`src/rtl/muldiv_sequencer.sv`:
```
// muldiv_sequencer: iterative shift-add multiply / restoring divide engine with its sequencing FSM.
// Define MULDIV_EARLY_TERM_EN to let multiplies leave ITER once the remaining multiplier bits are zero.
module muldiv_sequencer #(
  parameter int WIDTH = 32,
  parameter int CNT_W = 6
) (
  input  logic             clk,
  input  logic             reset,
  input  logic             Start,
  input  logic [2:0]       Op,
  input  logic [WIDTH-1:0] SrcA,
  input  logic [WIDTH-1:0] SrcB,
  output logic             Busy,
  output logic             Done,
  output logic [WIDTH-1:0] ResultLo,
  output logic [WIDTH-1:0] ResultHi,
  output logic             DivByZero
);
  typedef enum logic [2:0] {IDLE, PREP, ITER, FIX, DONE} state_t;
  state_t state, state_n;
  logic [2:0] op;
  logic [WIDTH-1:0] a, b, acc, lo, abs_a, abs_b, diff, quo, rem;
  logic [WIDTH:0] sum, rem_sh;
  logic [2*WIDTH-1:0] prod, prod_s;
  logic [CNT_W-1:0] cnt;
  logic is_div, is_sgn, sa, sb, fits, last, dz, neg_q, neg_r, zero_div;
  // plain MUL is treated as unsigned so its high half is the unsigned one
  assign is_div = op[2];
  assign is_sgn = op[1] & (op[2] | op[0]);
  assign sa = is_sgn & a[WIDTH-1];
  assign sb = is_sgn & b[WIDTH-1];
  assign abs_a = sa ? -a : a;
  assign abs_b = sb ? -b : b;
  assign zero_div = is_div && b == '0;
  assign sum = {1'b0, acc} + (lo[0] ? {1'b0, b} : '0);
  assign rem_sh = {acc, lo[WIDTH-1]};
  assign fits = rem_sh >= {1'b0, b};
  assign diff = rem_sh[WIDTH-1:0] - b;
`ifdef MULDIV_EARLY_TERM_EN
  // low cnt bits of lo still hold unconsumed multiplier bits; the rest is product
  assign last = cnt == CNT_W'(1) ||
                (!is_div && ((lo >> 1) & ~({WIDTH{1'b1}} << (cnt - CNT_W'(1)))) == '0);
  assign prod_s = {acc, lo} >> cnt;
`else
  assign last = cnt == CNT_W'(1);
  assign prod_s = {acc, lo};
`endif
  assign prod = neg_q ? -prod_s : prod_s;
  assign quo = neg_q ? -lo : lo;
  assign rem = neg_r ? -acc : acc;
  assign Busy = state == PREP || state == ITER || state == FIX;
  assign Done = state == DONE;
  assign DivByZero = Done & dz;
  always_ff @(posedge clk) begin
    if (reset) state <= IDLE;
    else state <= state_n;
  end
  always_comb begin
    state_n = state;
    case (state)
      IDLE:    state_n = Start ? PREP : IDLE;
      PREP:    state_n = zero_div ? DONE : ITER;
      ITER:    state_n = last ? FIX : ITER;
      FIX:     state_n = DONE;
      default: state_n = IDLE;
    endcase
  end
  always_ff @(posedge clk) begin
    if (reset) begin
      dz <= 1'b0;
      ResultLo <= '0;
      ResultHi <= '0;
    end else begin
      if (state == IDLE && Start) begin
        op <= Op;
        a <= SrcA;
        b <= SrcB;
      end
      if (state == PREP) begin
        neg_q <= sa ^ sb;
        neg_r <= sa;
        acc <= '0;
        cnt <= CNT_W'(WIDTH);
        lo <= is_div ? abs_a : abs_b;
        b <= is_div ? abs_b : abs_a;
        dz <= zero_div;
        if (zero_div) begin
          ResultLo <= '0;
          ResultHi <= a;
        end
      end
      if (state == ITER) begin
        cnt <= cnt - CNT_W'(1);
        acc <= is_div ? (fits ? diff : rem_sh[WIDTH-1:0]) : sum[WIDTH:1];
        lo <= is_div ? {lo[WIDTH-2:0], fits} : {sum[0], lo[WIDTH-1:1]};
      end
      if (state == FIX) begin
        ResultLo <= is_div ? quo : prod[WIDTH-1:0];
        ResultHi <= is_div ? rem : prod[2*WIDTH-1:WIDTH];
      end
    end
  end
endmodule

```
`config.mk`:
```
export PLATFORM = sky130hd
export DESIGN_NAME = muldiv_sequencer
export DESIGN_NICKNAME = d
export VERILOG_FILES = /design/src/rtl/muldiv_sequencer.sv
export SDC_FILE = /design/constraint.sdc
export NUM_CORES = 1
export LEC_CHECK = 0
export ABC_AREA = 1
export CAP_MARGIN = 20
export CORE_MARGIN = 4
export CORE_UTILIZATION = 40
export DETAILED_ROUTE_END_ITERATION = 7
export GPL_TIMING_DRIVEN = 0
export HOLD_SLACK_MARGIN = 0.05
export REMOVE_ABC_BUFFERS = 1
export SLEW_MARGIN = 0
export SYNTH_ARGS = -nofsm -noshare
export SYNTH_HDL_FRONTEND = slang
export SYNTH_SLANG_ARGS = --single-unit
```
`constraint.sdc`:
```
create_clock -name clk -period 6.86 [get_ports clk]
set_clock_uncertainty 0.2 [all_clocks]
set_input_delay 1.372 -clock clk [delete_from_list [all_inputs] [get_ports clk]]
set_output_delay 1.372 -clock clk [all_outputs]
set_load 0.02 [all_outputs]
```
## After elaboration in Yosys (flattened, before gate mapping)

Cells that the tools add are included.

| storage, ports and cells | value |
|---|---|
| flip-flop bits (word level) | 207 |

| operators by class | value |
|---|---|
| reduce and logical (&&, ||, !) cells | 15 |
| add/sub/neg operators | 8 |
| equal/unequal tests | 5 |
| bitwise logic cells | 7 |
| mux-type cells | 31 |
| $lt $le $gt $ge | 1 |

Operators with widths:

| kind | count |
|---|---|
| $mux W32 | 24 |
| $neg A32 Y32 | 4 |
| $mux W64 | 1 |
| $neg A64 Y64 | 1 |
| $add A32 B32 Y33 | 1 |
| $ge A33 B32 Y1 | 1 |
| $logic_not A32 Y1 | 1 |
| $sub A32 B32 Y32 | 1 |
| $mux W6 | 2 |
| $pmux W3 S4 | 1 |
| $reduce_and A2 Y1 | 5 |
| $reduce_bool A2 Y1 | 4 |
| $eq A3 B2 Y1 const B | 2 |
| $eq A6 B1 Y1 const B | 1 |
| $sub A6 B1 Y6 const B | 1 |
| $and A1 B1 Y1 | 4 |
| $eq A3 B1 Y1 const B | 1 |
| $eq A3 B3 Y1 const B | 1 |
| $logic_not A3 Y1 | 1 |
| $mux W3 | 1 |
| $logic_and A1 B1 Y1 | 2 |
| $logic_or A1 B1 Y1 | 2 |
| $mux W1 | 2 |
| $not A1 Y1 | 1 |
| 2 further kinds | 2 |

## Logic depth before layout (Yosys ltp)

| depth | value |
|---|---|
| word-level depth | 7 |
| depth in mapped cells | 19 |
| gate-level depth less buffers | 18 |

## Worst setup path before layout

OpenSTA, ideal clock, no wires.

| path | value |
|---|---|
| path type | input -> register |
| start | input reset |
| end | register acc[0], enable pin |
| stages on the path | 3 |
| library setup time | 0.521 ns |
| setup slack | 0.923 ns |
| buffers on the path | 2 |
| arrival | 5.215 ns |
| path through | clkbuf_1 -> clkbuf_1 -> a21oi_1 |

| on the way | value |
|---|---|
| word-level cells in the longest chain between the ends | 2 |

Ends and longest elaborated chain:

| item | line | RTL |
|---|---|---|
| start, declared | 8 | `input logic reset,` |
| $not A1 Y1 (no source line) | n/a |  |
| $reduce_and A2 Y1 (no source line) | n/a |  |
| end signal, assigned | 94 | `acc <= is_div ? (fits ? diff : rem_sh[WIDTH-1:0]) : sum[WIDTH:1];` |
| end, declared | 22 | `logic [WIDTH-1:0] a, b, acc, lo, abs_a, abs_b, diff, quo, rem;` |

Every way passes these cells.
A chain may end at the register's enable or synchronous reset.

## Worst setup path in the final report

| path | value |
|---|---|
| start | register op[2] |
| end | register b[15], data pin |

| on the way | value |
|---|---|
| word-level cells in the longest chain between the ends | 6 |
| elaborated cells on any way between the ends | 8 |
| those cells by class | mux (4); bitwise (4) |

Ends and longest elaborated chain:

| item | line | RTL |
|---|---|---|
| start, declared | 21 | `logic [2:0] op;` |
| start signal, assigned | 75 | `op <= Op;` |
| $or A1 B1 Y1 | 29 | `assign is_sgn = op[1] & (op[2] \| op[0]);` |
| $and A1 B1 Y1 | 29 |  |
| $and A1 B1 Y1, on equally long branches | 30, 31 |  |
| $mux W32, on equally long branches | 32, 33 |  |
| $mux W32 (*) | 85 | `b <= is_div ? abs_b : abs_a;` |
| $mux W32 (*) | 79 | `if (state == PREP) begin` |
| end signal, assigned | 77 | `b <= SrcB;` |
| end signal, assigned | 85 |  |
| end, declared | 22 |  |

Mark *: on every way between the ends. The rest lies on a longest branch, timed or not.

==> impl_metrics.tcl <==
set metrics [dict create \
    holdWs_ns 0.261 \
    yosys.area.top_type "edfxtp_1" \
    cts_max_path_buffers 3 \
    dp_hpwl_microns 68400 \
    grt_setup_unrepaired "no" \
    port-buffer-count 136 \
    async_flop_share 0 \
    power.total_mw 4.09 \
    first_global_vias 18800 \
    grt_util_met1 0.479 \
    cap_violations 0 \
    fin_util 0.475 \
    ios 137 \
    ir_worst_vdd_mv 0.176 \
    synth_seq_cells 207 \
    gp_congestion 0.988 \
    wl_microns 83900 \
    netSwitchingFraction 0.358 \
    synth_top_family_by_area "simple AND/OR/NAND/NOR gates" \
    place_inst 3790 \
    synthMuxAreaShare 0 \
    n_fill_cell 5003 \
    route.detailed.wl_per_inst_microns 21.9 \
    synth_cell_types 51 \
    synth_commonest_cells "1070 x nand2_1, 431 x inv_1, 368 x nand3_1" \
    die_area_sq_mm 0.0513 \
    max_freq_ghz 0.238 \
    arrival_ns 4.39 \
    die_w_microns 226 \
    synth_xor_area_frac 0.0330 \
    fin_nets 3354 \
    worst_setup_path_start_kind "register" \
    num_rows 79 \
    end_kind "register" \
    setup_tns_ns 0 \
    slowest_delay_ns 0.94 \
    cp_num_buf_inv 7 \
    multiInputGateArea_sq_mm 0.0114 \
    cts_tree "built" \
    cts_resized 0 \
    r2r_cells 10 \
    worstSkewPairLatency_ns 0.58 \
    ys_warn_count 0 \
    use_met2 0.469 \
    seq_area_sq_mm 0.00554 \
    syn-instance-count 3119 \
    grt_overflow 0 \
    yosysMostFrequentCell "nand2_1" \
    cts_root_buffer "clkbuf_16" \
    crit_fanout 72 \
    initial_core_util 0.408 \
    min_path_cells 2 \
    synth_area_leaders "edfxtp_1 22%, nand2_1 21%, nand3_1 9.6%" \
    die_y_microns 226 \
    hold_class "reg -> reg" \
    yosys.area_share.simple 0.411 \
    dp_slack_ns 2.79 \
    hold_buffers 0 \
    seq_area_frac_synth 0.290 \
    clk_pin_slew_ns 0.07 \
    cts_buffers 26 \
    timing.rr.end "b[15]" \
    clock-sinks 207 \
    top_usage_layer "met1" \
    synth_edf_count 139 \
    num_vias 21100 \
    regToRegSetupSlack_ns 2.65 \
    p_sw_mw 1.46 \
    power_density_mw_per_mm2 183 \
    antenna_found_initial 3 \
    slew_violations 0 \
    period_share 0.614 \
    core-area_sq_mm 0.0469 \
    crit_chain "buf_8, buf_16, buf_16, buf_16, inv_4, nor2_2, buf_16, inv_1, or2_0, o211ai_1" \
    hold_viol 0 \
    slew_headroom 0.354 \
    synth_area_per_cell_sq_um 6.12 \
    fin_ws_ns 2.65 \
    synth_compound_area_frac 0.105 \
    finalSetupViolCount 0 \
    min_period_ns 4.21 \
    clkPwrFrac 0.353 \
    grt_max_degree 77 \
    grt.total_usage 0.317 \
    grt_pass1_wl_microns 122000 \
    cts_htree_levels 1 \
    n_antenna_cell 0 \
    syn_to_final_growth_pct 16.6 \
    path_class "reg -> reg" \
    pwr-share-comb 0.277 \
    slowest_stage "edfxtp_1" \
    drt_iter0_drc 2461 \
    synth_ff_type "edfxtp_1" \
    layoutNonFillerInstCount 3839 \
    path_delay_family "buffers and inverters" \
    synth_area_sq_mm 0.0191 \
    routed_via_density 5.51 \
    crit_required_ns 7.04 \
    min-delay-start "ResultLo[15]" \
    status "finished clean" \
    r2r_start "op[2]" \
    use_met3 0.0580 \
    p_int_mw 2.62 \
    drc_errors 0 \
    whs_endpoint "ResultLo[15]" \
    cts_setup_buffers 0 \
    final_area_sq_mm 0.0223 \
    synth_top_area_frac 0.219 \
    synthAdderAreaFrac 0.0480 \
    drtPass1Iterations 6 \
    crit_top_cell "buf_16" \
    tightest_slew_ns 0.969 \
    leakagePower_nw 10.5 \
    antenna_left 0 \
    drive_gt1_frac 0.0495 \
    placed_area_sq_mm 0.0214 \
    power.share.sequential 0.370 \
]
## cells in the final DEF, fill, tap and decap left out, drive strengths merged, types with 2 or more instances in the layout
master	count
a21oi	162
a31oi	4
and2	6
buf	27
bufinv	2
clkbuf	38
clkdlybuf4s50	135
clkinv	7
dfxtp	68
edfxtp	139
fa	2
ha	70
inv	449
nand2	1075
nand3	375
nand3b	13
nand4	30
nor2	310
nor3	30
nor4	2
o211ai	19
o21a	2
o21ai	163
o21bai	3
o221ai	3
o22ai	5
or2	14
xnor2	2
xor2	70
## state kept, by name, indices dropped and copies added, names as in the netlist
| signal | flops |
|---|---|
| b | 32 |
| dz | 1 |
| neg_r | 1 |
| ResultHi | 32 |
| lo | 32 |
| cnt | 6 |
| op | 3 |
| a | 32 |
| acc | 32 |
| ResultLo | 32 |
| neg_q | 1 |
| state | 3 |
## routing by layer
| metal | part of all wire | vias up |
|---|---|---|
| met3 | 0.089 | 119 |
| met1 | 0.47 | 9877 |
| met2 | 0.42 | 942 |
| met4 | 0.028 | 0 |
| li1 | - | 10200 |
| met5 | 0 | - |
## cell families (layout without fill, tap and decap cells)
logic type | count (synthesis) | after routing
xor+xnor | 72 | 72
flops | 207 | 207
compound gates | 364 | 364
simple gates | 1858 | 1858
buf+inv | 546 | 659
fa+ha+maj | 72 | 72
## worst min-delay path: cells and delay by family (launching register included)
kind / cells / cell delay, ns
flip-flops: 1 / 0.30
AND/OR/NAND/NOR: 1 / 0.06
AO/OA/AOI/OAI: 1 / 0.05
## worst max-delay path by stage
stage / slack (ns) / to / cells past startpoint / start
2_1_floorplan: -0.96 / acc[0] / 4 / state[1]
3_3_place_gp: -8.01 / acc[7] / 4 / state[1]
3_5_place_dp: 2.79 / b[15] / 10 / op[2]
4_1_cts: 2.78 / b[15] / 10 / op[2]
5_1_grt: 2.56 / b[15] / 10 / op[2]
6_report: 2.65 / b[15] / 10 / op[2]
## power groups by stage
stage | combinational (mW) | clock (mW) | sequential, mW
detailed placement | 1.10 | 0 | 1.54
global placement | 1.05 | 0 | 1.56
global route | 1.24 | 1.50 | 1.51
floorplan | 0.662 | 0 | 1.51
CTS | 1.10 | 1.46 | 1.51
finish | 1.13 | 1.44 | 1.51
## layout make-up
| class | instances | share of cell area |
|---|---|---|
| well taps | 607 | 0.0341 |
| flip-flops and latches | 207 | 0.249 |
| clock inverters | 10 | 0.00494 |
| inverters | 449 | 0.0759 |
| repair buffers | 162 | 0.0888 |
| clock buffers | 38 | 0.0345 |
| multi-input cells | 2366 | 0.513 |
(Power assumes the default switching activity.)
